File: src/rtl/mux8_rr_arbiter_pkg.sv
// Shared definitions for the 8-requester round-robin mux arbiter:
// state encoding, sizing constants and the owner-to-mux-select mapping.
package mux8_rr_arbiter_pkg;

   localparam int unsigned NUM_REQ = 8;
   localparam int unsigned SEL_W   = 3;

   typedef enum logic [1:0] {
      IDLE    = 2'd0,
      GRANT   = 2'd1,
      RELEASE = 2'd2
   } state_e;

   // The mux numbers its Sel pins MSB-first, so the owner index is bit-reversed.
   function automatic logic [SEL_W-1:0] enc(input logic [SEL_W-1:0] i);
      return {i[0], i[1], i[2]};
   endfunction

endpackage

File: src/rtl/mux8_rr_arbiter_pick.sv
// Combinational round-robin picker: first set req bit at or above pointer,
// wrapping modulo 8 (rotate, priority-encode, unrotate).
module rr_pick8
   import mux8_rr_arbiter_pkg::*;
(
   input  logic [NUM_REQ-1:0] req,
   input  logic [SEL_W-1:0]   pointer,
   output logic               found,
   output logic [SEL_W-1:0]   idx
);

   logic [2*NUM_REQ-1:0] dbl;
   logic [NUM_REQ-1:0]   rot;
   logic [SEL_W-1:0]     off;
   logic                 hit;

   always_comb begin
      dbl = {req, req};
      rot = NUM_REQ'(dbl >> pointer);
      off = '0;
      hit = 1'b0;
      for (int unsigned i = 0; i < NUM_REQ; i++) begin
         if (rot[i] && !hit) begin
            off = SEL_W'(i);
            hit = 1'b1;
         end
      end
      found = hit;
      idx   = pointer + off;
   end

endmodule

File: src/rtl/mux8_rr_arbiter.sv
// Round-robin arbiter for a shared 8:1 mux datapath: bounded hold while
// others wait, one dead cycle between owners, registered gnt/sel/busy.
module mux8_rr_arbiter
   import mux8_rr_arbiter_pkg::*;
#(
   parameter int unsigned MAX_HOLD = 4
)(
   input  logic               clk,
   input  logic               rst,
   input  logic [NUM_REQ-1:0] req,
   output logic [NUM_REQ-1:0] gnt,
   output logic [SEL_W-1:0]   sel,
   output logic               busy
);

   state_e             state_q, state_d;
   logic [SEL_W-1:0]   owner_q, owner_d;
   logic [SEL_W-1:0]   pointer_q, pointer_d;
   logic [7:0]         hold_cnt_q, hold_cnt_d;
   logic [NUM_REQ-1:0] gnt_q, gnt_d;
   logic [SEL_W-1:0]   sel_q, sel_d;
   logic               busy_q, busy_d;

   logic               found;
   logic [SEL_W-1:0]   win_idx;
   logic [NUM_REQ-1:0] owner_oh;
   logic               hold_done;

   rr_pick8 u_pick (
      .req     (req),
      .pointer (pointer_q),
      .found   (found),
      .idx     (win_idx)
   );

   always_comb begin
      state_d    = state_q;
      owner_d    = owner_q;
      pointer_d  = pointer_q;
      hold_cnt_d = hold_cnt_q;
      gnt_d      = gnt_q;
      sel_d      = sel_q;
      busy_d     = busy_q;
      owner_oh   = NUM_REQ'(1) << owner_q;
      hold_done  = hold_cnt_q >= 8'(MAX_HOLD);

      unique case (state_q)
         IDLE: begin
            gnt_d  = '0;
            busy_d = 1'b0;
            if (found) begin
               owner_d    = win_idx;
               gnt_d      = NUM_REQ'(1) << win_idx;
               sel_d      = enc(win_idx);
               busy_d     = 1'b1;
               hold_cnt_d = 8'd1;
               state_d    = GRANT;
            end
         end
         GRANT: begin
            // Owner drop and hold expiry share one release path.
            if (!req[owner_q] || (hold_done && (req & ~owner_oh) != '0)) begin
               gnt_d     = '0;
               busy_d    = 1'b0;
               pointer_d = owner_q + SEL_W'(1);
               state_d   = RELEASE;
            end else if (!hold_done) begin
               hold_cnt_d = hold_cnt_q + 8'd1;
            end
         end
         RELEASE: begin
            gnt_d   = '0;
            busy_d  = 1'b0;
            state_d = IDLE;
         end
         default: state_d = IDLE;
      endcase
   end

   always_ff @(posedge clk) begin
      if (rst) begin
         state_q    <= IDLE;
         owner_q    <= '0;
         pointer_q  <= '0;
         hold_cnt_q <= '0;
         gnt_q      <= '0;
         sel_q      <= '0;
         busy_q     <= 1'b0;
      end else begin
         state_q    <= state_d;
         owner_q    <= owner_d;
         pointer_q  <= pointer_d;
         hold_cnt_q <= hold_cnt_d;
         gnt_q      <= gnt_d;
         sel_q      <= sel_d;
         busy_q     <= busy_d;
      end
   end

   assign gnt  = gnt_q;
   assign sel  = sel_q;
   assign busy = busy_q;

endmodule

File: config.mk
export PLATFORM = sky130hd
export DESIGN_NAME = mux8_rr_arbiter
export DESIGN_NICKNAME = d
export VERILOG_FILES = /design/src/rtl/mux8_rr_arbiter_pkg.sv /design/src/rtl/mux8_rr_arbiter_pick.sv /design/src/rtl/mux8_rr_arbiter.sv
export SDC_FILE = /design/constraint.sdc
export NUM_CORES = 1
export LEC_CHECK = 0
export ABC_AREA = 1
export CAP_MARGIN = 5
export CELL_PAD_IN_SITES_DETAIL_PLACEMENT = 0
export CELL_PAD_IN_SITES_GLOBAL_PLACEMENT = 1
export CORE_ASPECT_RATIO = 0.7
export CORE_MARGIN = 2
export CORE_UTILIZATION = 35
export CTS_CLUSTER_DIAMETER = 30
export DETAILED_ROUTE_END_ITERATION = 12
export PLACE_DENSITY_LB_ADDON = 0.3
export RECOVER_POWER = 25
export SLEW_MARGIN = 20
export SYNTH_ARGS = -nofsm -noshare
export SYNTH_HDL_FRONTEND = slang
export SYNTH_SLANG_ARGS = --single-unit
File: constraint.sdc
create_clock -name clk -period 2.6 [get_ports clk]
set_clock_uncertainty 0.05 [all_clocks]
set_input_delay 0.65 -clock clk [delete_from_list [all_inputs] [get_ports clk]]
set_output_delay 0.65 -clock clk [all_outputs]
set_load 0.02 [all_outputs]
# --- Word-level counts from Yosys, hierarchy flattened ---
# Index checks and enable logic that the tools add are counted.
classes:
  n_reduce_logical: 26
  magnitude_cmp: 2
  bitwise_logic: 2
  add_sub_neg: 3
  n_mux: 30
  n_shift: 3
  n_eq_ne: 6
op_table:
  columns: ["op", "n"]
  rows:
  - ["2-to-1 mux 8 bit", 5]
  - ["case mux 8 bit (3 select lines)", 1]
  - ["case mux 8 bit (2 select lines)", 1]
  - ["left shift 1 x 3 -> 8 bit, first input constant", 2]
  - [">> shifter 16 x 3 -> 8 bit", 1]
  - ["2-to-1 mux 1 bit", 12]
  - ["2-to-1 mux 3 bit", 4]
  - ["adder 8 x 1 -> 8 bit, second input constant", 1]
  - ["bitwise AND 8 bit", 1]
  - ["greater-or-equal comparator 8 x 3 -> 1 bit, second input constant", 1]
  - ["logical AND 1 bit", 8]
  - ["zero test 1 bit", 8]
  - ["2-to-1 mux 2 bit", 4]
  - ["!= test 2 bit, second input constant", 4]
  - ["inverter 8 bit", 1]
  - ["AND reduction 2 bit", 4]
  - ["nonzero test 8 bit", 1]
  - ["less-than comparator 3 x 4 -> 1 bit, second input constant", 1]
  - ["case mux 2 bit (2 select lines)", 1]
  - ["AND reduction 4 bit", 1]
  - ["adder 3 x 1 -> 3 bit, second input constant", 1]
  - ["adder 3 bit", 1]
  - ["binary-select mux 1 bit (select 3 bit)", 1]
  - ["case mux 1 bit (3 select lines)", 1]
  - ["other kinds (6)", 6]
word_totals:
  ff_bits: 28
  elab_cells: 79

# --- Logic depth before layout (Yosys ltp) ---
# Gate-level depths: netlist of run 1.
depth:
  ltp_word: 27
  mapped_depth: 20

# --- Cells and area by module ---
# From an unflattened synthesis of run 1, not the netlist that was laid out.
unflattened:
  cells_unflattened: 295
  area_unflattened_um2: 2001.9
by_module_without_submodules:
  columns: ["module", "instances", "area_per_inst_um2", "seq_area_each_um2", "cells_each"]
  rows:
  - ["mux8_rr_arbiter", 1, 1400.1, 500.5, 202]
  - ["rr_pick8", 1, 601.8, 0.0, 93]

# --- Least setup slack after synthesis of run 1 ---
# No wires, ideal clock.
synth_timing:
  path_kind: "in2reg"
  startpoint: "input port req[4]"
  endpoint: "register gnt_q[4], in the netlist gnt[4]"
  arrival_ps: 2600
  required_ps: 2479
  path_slack_ps: -121
  setup_time_ps: 71
  cell_stages: 16
  path_cell_list: "nand2_1 nand3_1 nand3_1 nand2_2 nor2_2 nand2_2 nor3_4 nand3_1 o211ai_1 ha_1 fa_1 inv_1 nand2_1 nor2_1 nand3_1 a21oi_1"
synth_between:
  elab_chain_cells: 27
  word_cells_on_any_way: 43
  cone_classes: "add/sub (1); eq/ne (1); shift (2); mux (19); bitwise (1); reduce/logical (19)"
synth_rtl:
  columns: ["element", "line", "source"]
  rows:
  - ["from (decl)", "mux8_rr_arbiter.sv:10", "input logic [NUM_REQ-1:0] req,"]
  - [">> shifter 16 x 3 -> 8 bit (*)", "mux8_rr_arbiter_pick.sv:19", "rot = NUM_REQ'(dbl >> pointer);"]
  - ["2-to-1 mux 1 bit", "mux8_rr_arbiter_pick.sv:23", "if (rot[i] && !hit) begin"]
  - ["zero test 1 bit", "mux8_rr_arbiter_pick.sv:23", null]
  - ["logical AND 1 bit", "mux8_rr_arbiter_pick.sv:23", null]
  - ["2-to-1 mux 1 bit", "mux8_rr_arbiter_pick.sv:23", null]
  - ["zero test 1 bit", "mux8_rr_arbiter_pick.sv:23", null]
  - ["logical AND 1 bit", "mux8_rr_arbiter_pick.sv:23", null]
  - ["2-to-1 mux 1 bit", "mux8_rr_arbiter_pick.sv:23", null]
  - ["[... 12 more ...]", null, null]
  - ["zero test 1 bit", "mux8_rr_arbiter_pick.sv:23", null]
  - ["logical AND 1 bit", "mux8_rr_arbiter_pick.sv:23", null]
  - ["2-to-1 mux 3 bit (*)", "mux8_rr_arbiter_pick.sv:23", null]
  - ["adder 3 bit (*)", "mux8_rr_arbiter_pick.sv:29", "idx = pointer + off;"]
  - ["net u_pick.idx[1]", "mux8_rr_arbiter_pick.sv:9", "output logic [SEL_W-1:0] idx"]
  - ["left shift 1 x 3 -> 8 bit (*)", "mux8_rr_arbiter.sv:53", "gnt_d = NUM_REQ'(1) << win_idx;"]
  - ["2-to-1 mux 8 bit (*)", "mux8_rr_arbiter.sv:51", "if (found) begin"]
  - ["case mux 8 bit (3 select lines) (*)", "mux8_rr_arbiter.sv:47", "unique case (state_q)"]
  - ["to (signal assigned)", "mux8_rr_arbiter.sv:94", "gnt_q <= gnt_d;"]
  - ["to (decl)", "mux8_rr_arbiter.sv:20", "logic [NUM_REQ-1:0] gnt_q, gnt_d;"]
# Mark *: on every way through the listed nets, which the timed path passes. The rest lies on a longest branch. The select of a mux whose other input is x is not followed.
# A chain may end at the register's enable or synchronous reset.

# --- Worst setup path in the final report of run 1 ---
layout_timing:
  startpoint: "register pointer_q[0]"
  endpoint: "register owner_q[1]"
layout_between:
  elab_chain_cells: 24
  word_cells_on_any_way: 32
  cone_classes: "add/sub (1); shift (1); mux (15); reduce/logical (15)"
layout_rtl:
  columns: ["element", "line", "source"]
  rows:
  - ["from (decl)", "mux8_rr_arbiter.sv:18", "logic [SEL_W-1:0] pointer_q, pointer_d;"]
  - ["from (signal assigned)", "mux8_rr_arbiter.sv:92", "pointer_q <= pointer_d;"]
  - [">> shifter 16 x 3 -> 8 bit", "mux8_rr_arbiter_pick.sv:19", null]
  - ["2-to-1 mux 1 bit", "mux8_rr_arbiter_pick.sv:23", null]
  - ["zero test 1 bit", "mux8_rr_arbiter_pick.sv:23", null]
  - ["logical AND 1 bit", "mux8_rr_arbiter_pick.sv:23", null]
  - ["2-to-1 mux 1 bit", "mux8_rr_arbiter_pick.sv:23", null]
  - ["zero test 1 bit", "mux8_rr_arbiter_pick.sv:23", null]
  - ["logical AND 1 bit", "mux8_rr_arbiter_pick.sv:23", null]
  - ["2-to-1 mux 1 bit", "mux8_rr_arbiter_pick.sv:23", null]
  - ["[... 9 more ...]", null, null]
  - ["zero test 1 bit", "mux8_rr_arbiter_pick.sv:23", null]
  - ["logical AND 1 bit", "mux8_rr_arbiter_pick.sv:23", null]
  - ["2-to-1 mux 1 bit", "mux8_rr_arbiter_pick.sv:23", null]
  - ["zero test 1 bit", "mux8_rr_arbiter_pick.sv:23", null]
  - ["logical AND 1 bit", "mux8_rr_arbiter_pick.sv:23", null]
  - ["2-to-1 mux 3 bit", "mux8_rr_arbiter_pick.sv:23", null]
  - ["adder 3 bit (*)", "mux8_rr_arbiter_pick.sv:29", null]
  - ["net u_pick.idx[1]", "mux8_rr_arbiter_pick.sv:9", null]
  - ["to (signal assigned)", "mux8_rr_arbiter.sv:91", "owner_q <= owner_d;"]
  - ["to (decl)", "mux8_rr_arbiter.sv:17", "logic [SEL_W-1:0] owner_q, owner_d;"]
# Mark *: on every way through the listed nets, which the timed path passes. The rest lies on a longest branch.

==> impl_metrics.ini, run 1 <==
[outcome]
status = finished, violations left
violations = setup timing

[logic_synthesis]
avgSynthCellArea_sq_um = 6.542
ys.flop_type = dfxtp_1
yosysSeqAreaShare_pct = 27.32
syn_inst = 280
ys_async_sr_fraction_pct = 0
syn_area_sq_mm = 0.001832
yosysTopAreaCell = dfxtp_1
synth.top_cells.by_area = dfxtp_1 (27%), nand2_1 (16%), nand3_1 (9.8%), ha_1 (8.2%), inv_1 (5.7%)
synth.distinct_cells = 35
ys_ff_latch = 25
synth_nets = 303
ys_warn_count = 0
synth_edf_count = 0
synth_top_area_share_pct = 27.32

[routing]
drt-pass1-iter-count = 4
antenna_left = 0
route.detailed.drc = 0
vias = 1988
via_per_inst = 4.689
routedWlPerCell_um = 12.75
drt-initial-drc-count = 101
routed_wirelength_um = 5407

[pwr]
leakagePower_nw = 1.370
powerDensity_mw_per_mm2 = 1341
irDropWorstVdd_mv = 0.5533
total_power_mw = 4.034

[floorplanning]
initial_core_util_pct = 37.28
die-width_um = 90.47
rows = 21
ios = 22
die_area_sq_mm = 0.005837
die_y_um = 64.53
coreArea_sq_mm = 0.004913

[sta]
post-route-min-period_ps = 2817
timing_worst_slew_pin_value_ps = 406.5
fmaxAchievable_mhz = 354.9
finalWorstSetupSlack_ps = -217.4
post-route-period-util_pct = 108.4
maxSlewHeadroom_pct = 72.47
finalHoldViolCount = 0
setup_violations = 10
rsz0062_at_grt = yes
slew_violations = 0

[placement]
place_ws_ps = -899.8
gp_congestion = 0.7892
dp_hpwl_um = 3826
portBuffers = 21

[cells_and_area]
nNetsFinal = 379
layout_common_cells = nand2_1 (59), buf_4 (46), inv_1 (26)
final_util_pct = 61.22
area_growth_pct = 64.21
final_common_cell = nand2_1
diodes = 0
multi_input_area_sq_mm = 0.001569
layout-drive-gt1-share_pct = 44.23
n_fill_cell = 447
ff_latch_area_sq_um = 505.5

[setup_path]
crit_family = simple AND/OR/NAND/NOR gates
cpMaxStageDelayCell = fa_2
arrival_ps = 2930
critical_path_required_ps = 2710
slowest_delay_ps = 470
cp_max_fo = 5
end_kind = flip-flop
crit_type = reg -> reg
cp.buffers_inverters = 4
crit_chain = clkinv_8 -> nand2_2 -> nand3_2 -> nand3_2 -> nand2_2 -> nor2_4 -> nand2_4 -> buf_6 -> nor2_4 -> nand2_1 -> o211ai_1 -> ha_2 -> fa_2 -> buf_4 -> buf_6 -> o21ai_2 -> a21oi_1
crit_path_start_kind = flip-flop

[clock_network]
cts_buffers = 3
insertion_delay_ps = 270
holdBufCountCts = 0
htree_levels = 1
numClockSinks = 25
cts_tree = yes
clock_path_buffers = 2
clkTransAtPathRegs_ps = 90
cts-root-buf = clkbuf_8

[grt]
grt_pass1_vias = 1914
grt_max_degree = 19
antenna_found_initial = 0
grt_pass1_wl_um = 8735
grt_overflow_total = 0
grt_usage_pct = 17.88

[flow_run]
cap_violations = 0

[hold_path]
hp-class = reg -> reg
-- worst min-delay path, delay by kind of cell, from the launching register on --
kind	cells	cell delay, ps
AND/OR/NAND/NOR	2	90
flip-flops	1	320
-- where the power goes --
part / internal, mW / total [mW] / leakage (nW) / switching (mW)
clock network: 0.107 / 0.234 / 0.0255 / 0.127
logic: 1.45 / 3.21 / 1.14 / 1.77
registers: 0.491 / 0.588 / 0.205 / 0.0973
total: 2.04 / 4.03 / 1.37 / 1.99
-- repair_timing --
action,4_1_cts,5_1_grt
endpoints found under the setup margin,11,11
endpoints found under the hold margin,0,0
pin swaps,25,27
gates cloned,0,2
buffers inserted,9,6
resized for setup,48,42
-- metrics by stage --
| stage | cell area, sq um | std cells | hold WS (ps) | TNS [ps] |
|---|---|---|---|---|
| global placement | 2626 | 405 | 376.2 | -9740 |
| global route | 3008 | 424 | 409.6 | -3261 |
| floorplan | 2039 | 280 | 366.5 | -135.7 |
| detailed placement | 2626 | 405 | 378.7 | -10830 |
| finish | 3008 | 424 | 389.9 | -1679 |
| CTS | 2761 | 418 | 394.0 | -1417 |
-- per-layer routing --
metal  share of wire (%)  vias up  GRT usage (%)
met3                 3.8        2          3.256
li1                    -     1059              -
met4                0.15        0          1.154
met2                  44       39          28.26
met5                   0        -              0
met1                  52      888          26.44
-- final timing paths --
kind                               startpoint            end  slack [ps]  cells after the start
worst max-delay path             pointer_q[0]     owner_q[1]        -220                     17
worst min-delay path            hold_cnt_q[6]  hold_cnt_q[6]         390                      2
worst max register to register   pointer_q[0]     owner_q[1]        -220                     17
worst min register to register  hold_cnt_q[6]  hold_cnt_q[6]         390                      2
-- synthesized netlist by cell type (2+ instances only) --
| cell type | count |
|---|---|
| inv_1 | 28 |
| nor2_1 | 25 |
| inv_2 | 3 |
| ha_1 | 12 |
| nand2_2 | 16 |
| nand4_2 | 2 |
| nor2_2 | 2 |
| dfxtp_1 | 25 |
| buf_6 | 2 |
| nand3_2 | 2 |
| o21ai_0 | 9 |
| o21ai_1 | 6 |
| nand3_1 | 36 |
| nand4_1 | 2 |
| a21oi_1 | 15 |
| nand2_1 | 76 |
-- logic make-up after synthesis --
group / after synthesis / synth area share [%]
AND/OR/NAND/NOR: 164 / 41.67
AO/OA/AOI/OAI: 38 / 11.61
buffers and inverters: 38 / 9.152
flip-flops: 25 / 27.32
adder cells (fa/ha/maj): 13 / 9.289
XOR/XNOR: 2 / 0.9565
-- layout make-up --
type / count / area share, %
multi-input combinational: 217 / 52.16
timing repair buffer: 76 / 21.76
clock buffer: 3 / 1.373
tap: 69 / 2.870
clock inverter: 1 / 0.1664
sequential: 25 / 16.81
inverter: 32 / 4.576
timing repair inverter: 1 / 0.2912
-- registers in the layout (all words and copies together), names as in the netlist --
signal,flops
gnt,8
hold_cnt_q,8
pointer_q,3
owner_q,2
state_q,2
busy,1
sel,1
(Power assumes the default switching activity.)
==> run 2, diff against run 1 <==
TNS_END_PERCENT = 100   (was not set)
==> results of run 2 <==
No change in the layout: final DEF, timing and power equal those of run 1.
==> run 3, diff against run 2 <==
CAP_MARGIN = not set   (was 5)
==> results of run 3 <==
No change in the layout: final DEF, timing and power equal those of run 1.
